`src/rtl/ysyx_22050019_pipe_ctrl_pkg.sv`:
```
// ----------------------------------------------------------------------------
// ysyx_22050019_pipe_ctrl_pkg
//   Shared definitions for the pipeline sequencer and its hazard detector:
//     - pipe_state_e : FSM encodings (RUN=0, MWAIT=1, LU=2, FLUSH=3), which are
//                      also exported on the debug state port
//     - pipe_ctrl_t  : bundle of the six stall/flush enables
//     - CTRL_*       : canned control patterns (idle, freeze, redirect,
//                      fetch-flush, load-use bubble)
//     - REG_ZERO     : architectural x0 index (never a real dependency)
//     - residual_dec : saturating decrement of the 2-bit residual counter
// ----------------------------------------------------------------------------
package ysyx_22050019_pipe_ctrl_pkg;

    typedef enum logic [1:0] {
        ST_RUN   = 2'd0,
        ST_MWAIT = 2'd1,
        ST_LU    = 2'd2,
        ST_FLUSH = 2'd3
    } pipe_state_e;

    // Field order matches the bit order used for debug dumps:
    // {pc_stall, if_id_stall, if_id_flush, id_ex_stall, id_ex_flush, ex_mem_stall}
    typedef struct packed {
        logic pc_stall;
        logic if_id_stall;
        logic if_id_flush;
        logic id_ex_stall;
        logic id_ex_flush;
        logic ex_mem_stall;
    } pipe_ctrl_t;

    // Nothing held, nothing cleared.
    localparam pipe_ctrl_t CTRL_IDLE = '0;

    // Data bus wait: every register holds so the whole pipe stays put.
    localparam pipe_ctrl_t CTRL_FREEZE = '{
        pc_stall:     1'b1,
        if_id_stall:  1'b1,
        if_id_flush:  1'b0,
        id_ex_stall:  1'b1,
        id_ex_flush:  1'b0,
        ex_mem_stall: 1'b1
    };

    // Redirect from EX: squash the two younger instructions.
    localparam pipe_ctrl_t CTRL_REDIRECT = '{
        pc_stall:     1'b0,
        if_id_stall:  1'b0,
        if_id_flush:  1'b1,
        id_ex_stall:  1'b0,
        id_ex_flush:  1'b1,
        ex_mem_stall: 1'b0
    };

    // Fetch latency after a redirect: keep feeding nops into IF/ID only.
    localparam pipe_ctrl_t CTRL_FETCH_FLUSH = '{
        pc_stall:     1'b0,
        if_id_stall:  1'b0,
        if_id_flush:  1'b1,
        id_ex_stall:  1'b0,
        id_ex_flush:  1'b0,
        ex_mem_stall: 1'b0
    };

    // Load-use bubble: front end holds, a nop is injected into ID/EX.
    localparam pipe_ctrl_t CTRL_BUBBLE = '{
        pc_stall:     1'b1,
        if_id_stall:  1'b1,
        if_id_flush:  1'b0,
        id_ex_stall:  1'b0,
        id_ex_flush:  1'b1,
        ex_mem_stall: 1'b0
    };

    localparam logic [4:0] REG_ZERO = 5'd0;

    function automatic logic [1:0] residual_dec(input logic [1:0] r);
        return (r == 2'd0) ? 2'd0 : r - 2'd1;
    endfunction

endpackage

```
`src/rtl/ysyx_22050019_hazard_det.sv`:
```
// ----------------------------------------------------------------------------
// ysyx_22050019_hazard_det
//   Combinational load-use detector. Flags when the instruction in ID reads a
//   register that the load currently in EX is about to write.
//   Ports:
//     id_valid_i      ID holds a valid instruction
//     id_rs1_ren_i    ID reads rs1         id_rs1_addr_i  rs1 index
//     id_rs2_ren_i    ID reads rs2         id_rs2_addr_i  rs2 index
//     ex_ram_re_i     EX instruction is a load
//     ex_reg_waddr_i  EX destination register
//     lu_hit_o        load-use hazard present this cycle
// ----------------------------------------------------------------------------
module ysyx_22050019_hazard_det
    import ysyx_22050019_pipe_ctrl_pkg::*;
(
    input  logic       id_valid_i,
    input  logic       id_rs1_ren_i,
    input  logic [4:0] id_rs1_addr_i,
    input  logic       id_rs2_ren_i,
    input  logic [4:0] id_rs2_addr_i,
    input  logic       ex_ram_re_i,
    input  logic [4:0] ex_reg_waddr_i,
    output logic       lu_hit_o
);

    logic rs1_match;
    logic rs2_match;
    logic ex_writes_reg;

    // x0 is hardwired to zero, so a load targeting it creates no dependency.
    assign ex_writes_reg = ex_ram_re_i && (ex_reg_waddr_i != REG_ZERO);

    // Per-operand matches are kept separate so forwarding select can reuse them.
    assign rs1_match = id_rs1_ren_i && (id_rs1_addr_i == ex_reg_waddr_i);
    assign rs2_match = id_rs2_ren_i && (id_rs2_addr_i == ex_reg_waddr_i);

    assign lu_hit_o = id_valid_i && ex_writes_reg && (rs1_match || rs2_match);

endmodule

```
`src/rtl/ysyx_22050019_pipe_ctrl.sv`:
```
// ----------------------------------------------------------------------------
// ysyx_22050019_pipe_ctrl
//   Pipeline sequencer for the 5-stage core. Produces stall/flush enables for
//   the PC, IF/ID, ID/EX and EX/MEM registers from load-use hazards, EX
//   redirects (branch/jump/trap/mret) and data-bus waits, and keeps saturating
//   stall/flush performance counters.
//   Parameters:
//     LU_BUBBLES   bubbles per load-use hazard (1..3)
//     FLUSH_CYCLES cycles if_id_flush_o is held after a redirect (1..3)
//     CNT_W        performance counter width
//   Ports:
//     clk, rst_n            clock (rising edge), async active-low reset
//     id_*                  ID-stage operand usage
//     ex_ram_re_i           EX is a load       ex_reg_waddr_i EX destination
//     branch_taken_i        EX taken branch    trap_i         EX ecall/mret
//     mem_req_i             MEM bus access     mem_ready_i    bus completes
//     pc_stall_o .. ex_mem_stall_o   stall/flush enables (combinational)
//     state_o               FSM state (debug)
//     stall_cnt_o           cycles with pc_stall_o=1
//     flush_cnt_o           accepted redirects
// ----------------------------------------------------------------------------
module ysyx_22050019_pipe_ctrl
    import ysyx_22050019_pipe_ctrl_pkg::*;
#(
    parameter int LU_BUBBLES   = 1,
    parameter int FLUSH_CYCLES = 1,
    parameter int CNT_W        = 32
) (
    input  logic             clk,
    input  logic             rst_n,
    input  logic             id_valid_i,
    input  logic             id_rs1_ren_i,
    input  logic [4:0]       id_rs1_addr_i,
    input  logic             id_rs2_ren_i,
    input  logic [4:0]       id_rs2_addr_i,
    input  logic             ex_ram_re_i,
    input  logic [4:0]       ex_reg_waddr_i,
    input  logic             branch_taken_i,
    input  logic             trap_i,
    input  logic             mem_req_i,
    input  logic             mem_ready_i,
    output logic             pc_stall_o,
    output logic             if_id_stall_o,
    output logic             if_id_flush_o,
    output logic             id_ex_stall_o,
    output logic             id_ex_flush_o,
    output logic             ex_mem_stall_o,
    output logic [1:0]       state_o,
    output logic [CNT_W-1:0] stall_cnt_o,
    output logic [CNT_W-1:0] flush_cnt_o
);

    // Residual values loaded when entering LU / FLUSH; the entry cycle itself
    // already counts as the first bubble / flush cycle.
    localparam logic [1:0] LU_RES_INIT    = 2'(LU_BUBBLES - 1);
    localparam logic [1:0] FLUSH_RES_INIT = 2'(FLUSH_CYCLES - 1);
    localparam logic [CNT_W-1:0] CNT_MAX  = {CNT_W{1'b1}};
    localparam logic [CNT_W-1:0] CNT_ONE  = CNT_W'(1);

    pipe_state_e      state_q, state_d;
    pipe_state_e      saved_q, saved_d;
    pipe_state_e      eff_state;
    logic [1:0]       res_q, res_d;
    logic [CNT_W-1:0] stall_cnt_q;
    logic [CNT_W-1:0] flush_cnt_q;

    logic             busy;
    logic             redirect;
    logic             lu_hit;
    logic             flush_inc;
    pipe_ctrl_t       ctrl;
    pipe_ctrl_t       ctrl_out;

    ysyx_22050019_hazard_det u_hazard_det (
        .id_valid_i     (id_valid_i),
        .id_rs1_ren_i   (id_rs1_ren_i),
        .id_rs1_addr_i  (id_rs1_addr_i),
        .id_rs2_ren_i   (id_rs2_ren_i),
        .id_rs2_addr_i  (id_rs2_addr_i),
        .ex_ram_re_i    (ex_ram_re_i),
        .ex_reg_waddr_i (ex_reg_waddr_i),
        .lu_hit_o       (lu_hit)
    );

    assign busy     = mem_req_i && !mem_ready_i;
    assign redirect = branch_taken_i || trap_i;

    // While waiting on the bus the FSM sits in MWAIT and remembers what it was
    // doing; once the wait lifts, that saved state is what the rest of the
    // priority chain acts on, in the same cycle the bus completes.
    assign eff_state = (state_q == ST_MWAIT) ? saved_q : state_q;

    // Next-state and control decode. Priority: bus wait, then redirect, then
    // an in-progress flush/bubble sequence, then a fresh load-use hit.
    // A redirect is not accepted while frozen; EX holds the branch so it is
    // seen again when the freeze ends.
    always_comb begin
        ctrl      = CTRL_IDLE;
        state_d   = state_q;
        saved_d   = saved_q;
        res_d     = res_q;
        flush_inc = 1'b0;

        if (busy) begin
            ctrl = CTRL_FREEZE;
            if (state_q != ST_MWAIT) begin
                state_d = ST_MWAIT;
                saved_d = state_q;
            end
        end else if (redirect) begin
            ctrl      = CTRL_REDIRECT;
            flush_inc = 1'b1;
            if (FLUSH_CYCLES > 1) begin
                state_d = ST_FLUSH;
                res_d   = FLUSH_RES_INIT;
            end else begin
                state_d = ST_RUN;
                res_d   = 2'd0;
            end
        end else if (eff_state == ST_FLUSH) begin
            ctrl = CTRL_FETCH_FLUSH;
            if (res_q <= 2'd1) begin
                state_d = ST_RUN;
                res_d   = 2'd0;
            end else begin
                state_d = ST_FLUSH;
                res_d   = residual_dec(res_q);
            end
        end else if (eff_state == ST_LU) begin
            ctrl = CTRL_BUBBLE;
            if (res_q <= 2'd1) begin
                state_d = ST_RUN;
                res_d   = 2'd0;
            end else begin
                state_d = ST_LU;
                res_d   = residual_dec(res_q);
            end
        end else if (lu_hit) begin
            ctrl = CTRL_BUBBLE;
            if (LU_BUBBLES > 1) begin
                state_d = ST_LU;
                res_d   = LU_RES_INIT;
            end else begin
                state_d = ST_RUN;
                res_d   = 2'd0;
            end
        end else begin
            state_d = ST_RUN;
            res_d   = 2'd0;
        end
    end

    // Enables are forced low during reset regardless of the inputs, so the
    // pipe registers see a clean idle pattern the moment rst_n drops.
    assign ctrl_out = rst_n ? ctrl : CTRL_IDLE;

    // FSM, residual and saved-state registers.
    always_ff @(posedge clk or negedge rst_n) begin
        if (!rst_n) begin
            state_q <= ST_RUN;
            saved_q <= ST_RUN;
            res_q   <= 2'd0;
        end else begin
            state_q <= state_d;
            saved_q <= saved_d;
            res_q   <= res_d;
        end
    end

    // Saturating performance counters: they stick at all-ones rather than
    // wrapping so a long run never reports a misleadingly small number.
    always_ff @(posedge clk or negedge rst_n) begin
        if (!rst_n) begin
            stall_cnt_q <= '0;
            flush_cnt_q <= '0;
        end else begin
            if (ctrl_out.pc_stall && (stall_cnt_q != CNT_MAX)) begin
                stall_cnt_q <= stall_cnt_q + CNT_ONE;
            end
            if (flush_inc && (flush_cnt_q != CNT_MAX)) begin
                flush_cnt_q <= flush_cnt_q + CNT_ONE;
            end
        end
    end

    assign pc_stall_o     = ctrl_out.pc_stall;
    assign if_id_stall_o  = ctrl_out.if_id_stall;
    assign if_id_flush_o  = ctrl_out.if_id_flush;
    assign id_ex_stall_o  = ctrl_out.id_ex_stall;
    assign id_ex_flush_o  = ctrl_out.id_ex_flush;
    assign ex_mem_stall_o = ctrl_out.ex_mem_stall;
    assign state_o        = state_q;
    assign stall_cnt_o    = stall_cnt_q;
    assign flush_cnt_o    = flush_cnt_q;

endmodule

```
`config.mk`:
```
export PLATFORM = sky130hd
export DESIGN_NAME = ysyx_22050019_pipe_ctrl
export DESIGN_NICKNAME = d
export VERILOG_FILES = /design/src/rtl/ysyx_22050019_pipe_ctrl_pkg.sv /design/src/rtl/ysyx_22050019_hazard_det.sv /design/src/rtl/ysyx_22050019_pipe_ctrl.sv
export SDC_FILE = /design/constraint.sdc
export NUM_CORES = 1
export LEC_CHECK = 0
export CAP_MARGIN = 30
export CORE_AREA = 2 2 132 95
export DETAILED_ROUTE_END_ITERATION = 7
export DIE_AREA = 0 0 134 97
export PLACE_DENSITY = 0.64
export SKIP_LAST_GASP = 1
export SLEW_MARGIN = 20
export SYNTH_ARGS = -nofsm -noshare
export SYNTH_HDL_FRONTEND = slang
export SYNTH_HIERARCHICAL = 1
export SYNTH_SLANG_ARGS = --single-unit
```
`constraint.sdc`:
```
create_clock -name clk -period 4.36 [get_ports clk]
set_input_delay 0.654 -clock clk [delete_from_list [all_inputs] [get_ports clk]]
set_output_delay 0.654 -clock clk [all_outputs]
set_load 0.01 [all_outputs]
```
==> results of run 1 <==
## layout by cell type, fill, tap and decap left out, drive strengths merged, types with 9 or more instances in the layout
master          n
nand2          31
and3           12
nand3          27
xor2           21
and4            9
nand4          18
nor2           19
dfrtp          70
clkbuf         14
clkdlybuf4s50  95
xnor2          49
## per-layer routing
| metal | vias to the layer above | global-route usage [%] |
|---|---|---|
| met5 | - | 0 |
| li1 | 1329 | - |
| met3 | 12 | 4.09 |
| met4 | 0 | 5.24 |
| met2 | 75 | 18.9 |
| met1 | 1319 | 19.1 |
## kinds of logic after synthesis
logic type / count (synthesis) / share of synthesized area, %
simple gates: 138 / 22.0
compound gates: 24 / 6.05
flops: 70 / 50.7
xor+xnor: 70 / 17.7
mux: 3 / 0.977
fa+ha+maj: 2 / 0.724
buf+inv: 12 / 1.77
## state kept, by name, indices dropped and copies added, names as in the netlist
name         cells
flush_cnt_o     32
stall_cnt_o     32
res_q            2
saved_q          2
state_o          2
## report_power, final
part | internal [uW] | switching (uW) | leakage [uW]
Clock | 412 | 252 | 0.000133
Combinational | 174 | 122 | 0.000928
Sequential | 705 | 77.5 | 0.000937
Total | 1290 | 452 | 0.00200
## worst max-delay path by stage
stage | from | endpoint | cells past startpoint | slack (ns)
after global placement | ex_reg_waddr_i[2] | if_id_stall_o | 10 | 0.46
after floorplan | ex_reg_waddr_i[1] | pc_stall_o | 8 | 1.41
after detailed placement | ex_reg_waddr_i[3] | if_id_stall_o | 10 | 0.41
final | ex_reg_waddr_i[2] | if_id_stall_o | 10 | 0.44
after CTS | ex_reg_waddr_i[2] | if_id_stall_o | 10 | 0.39
after global routing | ex_reg_waddr_i[3] | pc_stall_o | 10 | 0.17
## per-stage QoR
stage | setup WS (ns) | std cells | power (uW) | util, % | cell area, um^2
after floorplan | 1.41 | 319 | 902 | - | 3460
after global placement | 0.456 | 569 | 1080 | 39.6 | 4590
after detailed placement | 0.407 | 569 | 1090 | 39.6 | 4590
after CTS | 0.391 | 584 | 1770 | 41.9 | 4860
after global routing | 0.173 | 584 | 1840 | 41.9 | 4860
final | 0.436 | 584 | 1740 | 41.9 | 4860
## final cells by class
cell class                      count  area, um^2
Fill cell                        1098        6740
Sequential cell                    70        1750
Multi-Input combinational cell    237        1640
Timing Repair Buffer               99         981
Clock buffer                       14         264
Tap cell                          157         196
Inverter                            6        22.5
Clock inverter                      1        5.00
==> results_dict.tcl, run 1 <==
set metrics [dict create \
    wl_met2_mm 3.48 \
    path_delay_family "buffers and inverters" \
    required_ns 3.71 \
    rows 33 \
    cts_setup_buffers 0 \
    clk_path_buf_depth 2 \
    fmax_mhz 255 \
    highest_layer "met4" \
    grt_pass1_vias 2711 \
    fin_skew_ns 0.00336 \
    nets 450 \
    postSynthAreaPerCell_um2 10.8 \
    drive_above_1_share_pct 7.26 \
    ioPinCount 97 \
    insertion_delay_ns 0.32 \
    post_cts_resized 0 \
    h-tree-depth 3 \
    cts_buffers 9 \
    postSynthCellCount 319 \
    critPathMaxStageDelay_ns 0.54 \
    run_status "completed" \
    regToRegStartpoint "state_o[0]" \
    dieArea_um2 13000 \
    worstPathArrival_ns 3.27 \
    cp-end-kind "primary output" \
    fin_crit_sh_pct 90.0 \
    synth.distinct_cells 43 \
    wl_met1_mm 4.22 \
    synth_ff_type "dfrtp_1" \
    antenna_left 0 \
    die_h_um 97 \
    min_period_ns 3.92 \
    synthToLayoutAreaGrowth_pct 40.7 \
    num_vias 2735 \
    crit_path_max_fanout 4 \
    power_density_nw_per_um2 358 \
    yosysTopAreaCellShare_pct 50.7 \
    hold-worst-slack_ns 0.291 \
    tns_ns 0 \
    synthArstFlopShare_pct 100 \
    synth_nets 346 \
    grt-ovfl-total 0 \
    die_w_um 134 \
    worst_slew_pin_slew_ns 0.696 \
    cts_hold_buf 0 \
    firstDrtPassIters 4 \
    crit_top_cell "clkdlybuf4s50_1" \
    antenna_found_initial 0 \
    setup_viol 0 \
    synth-edff-count 0 \
    cts.reportedPaths.clkPinSlew_ns 0.05 \
    core_area_um2 11600 \
    r2r-end "stall_cnt_o[21]" \
    path_cells "clkdlybuf4s50_1, xor2_1, nor4_1, nand3_1, a21oi_1, a211oi_2, a2111oi_4, o21ai_2, inv_1, clkdlybuf4s50_1" \
    start_util_pct 29.8 \
    synthTopCellsByArea "dfrtp_1, xnor2_1, xor2_1" \
    wl_met3_um 511 \
    yosysWarningCount 6 \
    port_buffers 96 \
    maxCapViolCount 0 \
    start_kind "input port" \
    path_class "input port to primary output" \
    grt_max_degree 41 \
    power.leakage_uw 0.00200 \
    ir_drop_mv 0.278 \
    finalHoldViolCount 0 \
    synth_commonest_cells "dfrtp_1, xnor2_1, nand2_1" \
    synth.largest_area_cell "dfrtp_1" \
    wl_per_cell_um 14.4 \
    clock_sinks 70 \
    synth.most_common_cell "dfrtp_1" \
    ys_ff_latch 70 \
    cts_tree "done" \
    slew_headroom_pct 53.5 \
    rrSetupSlack_ns 2.00 \
    track_usage_pct 13.4 \
    ys_seq_area_share_pct 50.7 \
    synth_area_um2 3460 \
    drt_iter0_drc 97 \
    dp.final_hpwl_mm 6.21 \
    hp-class "input port to asynchronous set/reset pin" \
    routabilityCongestion 0.827 \
    viasPerCell 4.68 \
    rsz0062_at_grt "no" \
    root_buffer "clkbuf_16" \
    drc 0 \
    diodes 0 \
    reg2regPathDepth 6 \
    cp.buffers_inverters 3 \
    drt_wl_total_mm 8.40 \
    critPathSlowestCell "clkdlybuf4s50_1" \
    grt_pass1_wl_mm 13.9 \
    final_max_slew_viol_count 0 \
]
Power figures use the tool's default switching activity.
==> inputs of run 2 (changes only) <==
- CTS_CLUSTER_SIZE: not set -> 40
==> results of run 2 <==
No change in the layout: final DEF, timing and power equal those of run 1.
==> inputs of run 3 (changes only) <==
- PLACE_DENSITY: 0.64 -> 0.66
- SKIP_CTS_REPAIR_TIMING: not set -> 1
- clock period: 4.36 -> 3.5 ns (I/O delays scaled with it)
==> results_dict.tcl, run 3 (synthesis gave the netlist of run 1 again) <==
set metrics [dict create \
    min_period_ns 3.42 \
    cp-end-kind "primary output" \
    port_buffers 96 \
    diodes 0 \
    critPathSlowestCell "or4_1" \
    ioPinCount 97 \
    firstDrtPassIters 4 \
    fin_skew_ns 0.00703 \
    worstPathArrival_ns 2.89 \
    path_class "input port to primary output" \
    reg2regPathDepth 7 \
    track_usage_pct 14.1 \
    grt_max_degree 48 \
    pre_cts_slack_ns -0.119 \
    die_w_um 134 \
    rsz0062_at_grt "yes" \
    path_delay_family "buffers and inverters" \
    required_ns 2.97 \
    start_kind "input port" \
    cts_tree "done" \
    mostFrequentLayoutCells "clkdlybuf4s50_1, dfrtp_1, xnor2_1" \
    routabilityCongestion 0.882 \
    clk_path_buf_depth 2 \
    crit_top_cell "clkdlybuf4s50_1" \
    layout.cells.non_filler 592 \
    fin_crit_sh_pct 97.7 \
    slew_headroom_pct 36.7 \
    grt_pass1_vias 2805 \
    viasPerCell 4.72 \
    power_density_nw_per_um2 450 \
    h-tree-depth 3 \
    drive_above_1_share_pct 10.1 \
    crit_path_max_fanout 2 \
    drc 0 \
    rows 33 \
    power.leakage_uw 0.00209 \
    ir_drop_mv 0.339 \
    finish.instance_area_um2 4980 \
    total_power_uw 2240 \
    grt-ovfl-total 0 \
    worst_slack_ns 0.0821 \
    nets 459 \
    layout_commonest_cell "clkdlybuf4s50_1" \
    insertion_delay_ns 0.33 \
    synthToLayoutAreaGrowth_pct 44.0 \
    rrSetupSlack_ns 1.01 \
    worst_slew_pin_slew_ns 0.950 \
    grt_pass1_wl_mm 14.4 \
    antenna_found_initial 0 \
    final_util_pct 42.9 \
    regToRegStartpoint "flush_cnt_o[0]" \
    wl_per_cell_um 15.1 \
    maxCapViolCount 0 \
    fmax_mhz 293 \
    dp.final_hpwl_mm 6.52 \
    core_area_um2 11600 \
    setup_viol 0 \
    dp.cells 576 \
    cts.reportedPaths.clkPinSlew_ns 0.06 \
    root_buffer "clkbuf_16" \
    r2r-end "flush_cnt_o[5]" \
    path_cells "clkdlybuf4s50_1, buf_4, or4_1, o211ai_2, a21oi_2, a211oi_2, a2111oi_4, o21ai_2, inv_1, clkdlybuf4s50_1" \
    final_max_slew_viol_count 0 \
    postPlaceCellArea_um2 4660 \
    dieArea_um2 13000 \
    clock_sinks 70 \
    drt_iter0_drc 99 \
    finalHoldViolCount 0 \
    num_vias 2796 \
    drt_wl_total_mm 8.92 \
    cp.buffers_inverters 4 \
    run_status "completed" \
    antenna_left 0 \
    cts_buffers 9 \
    die_h_um 97 \
    start_util_pct 29.8 \
    critPathMaxStageDelay_ns 0.49 \
    hp-class "input port to asynchronous set/reset pin" \
]
==> run 3: changes by cell type in the layout (fill, tap and decap cells not counted), moves of 3 or more <==
cell and delta:
dlymetal6s2s_1 +3, clkdlybuf4s50_1 -3, buf_4 +7, clkbuf_1 -3
==> run 3: layer usage <==
layer | part of all wire (%) | vias to the layer above | track usage (%) | wire length, um
met3 | 6.3 | 9 | 4.82 | 559
li1 | - | 1345 | - | -
met2 | 44 | 76 | 21.3 | 3930
met1 | 48 | 1366 | 18.7 | 4300
met4 | 1.5 | 0 | 4.99 | 131
met5 | 0 | - | 0 | 0
==> run 3: stage by stage <==
| step | hold slack [ns] | setup TNS (ns) |
|---|---|---|
| 4_1_cts | 0.0492 | -0.318 |
| 6_report | 0.0612 | 0 |
| 3_5_place_dp | 0.409 | -0.269 |
| 3_3_place_gp | 0.415 | -0.0970 |
| 2_1_floorplan | 0.229 | 0 |
| 5_1_grt | 0.0565 | -0.0246 |
==> run 3: worst max-delay path by stage <==
stage | startpoint | to | slack [ns] | depth (start not counted)
6_report | ex_reg_waddr_i[2] | if_id_stall_o | 0.08 | 10
3_5_place_dp | ex_reg_waddr_i[1] | if_id_stall_o | -0.12 | 10
3_3_place_gp | ex_reg_waddr_i[3] | if_id_stall_o | -0.05 | 10
2_1_floorplan | ex_reg_waddr_i[1] | pc_stall_o | 0.81 | 8
4_1_cts | ex_reg_waddr_i[1] | if_id_stall_o | -0.13 | 10
5_1_grt | ex_reg_waddr_i[3] | if_id_stall_o | -0.02 | 10
==> run 3: layout make-up <==
cell class,count,area (um^2)
fill,1110,6630
tap,157,196
inverter,6,22.5
timing repair buffer,108,1070
sequential,70,1750
multi-input combinational,237,1650
clock buffer,10,239
clock inverter,4,48.8
==> run 3: power by group <==
part	internal [uW]	total [uW]	leakage [uW]	switching, uW
Sequential	878	976	0.000937	98.3
Combinational	217	371	0.00101	154
Clock	561	894	0.000144	332
Total	1660	2240	0.00209	584
==> run 3: worst register-to-register path: stages (launching register included) <==
cell and delay (ns):
dfrtp_1 0.43, ha_1 0.27, nand3_1 0.15, nor4_2 0.11
a311oi_2 0.83, and3_1 0.32, nand4_1 0.12, xnor2_1 0.14
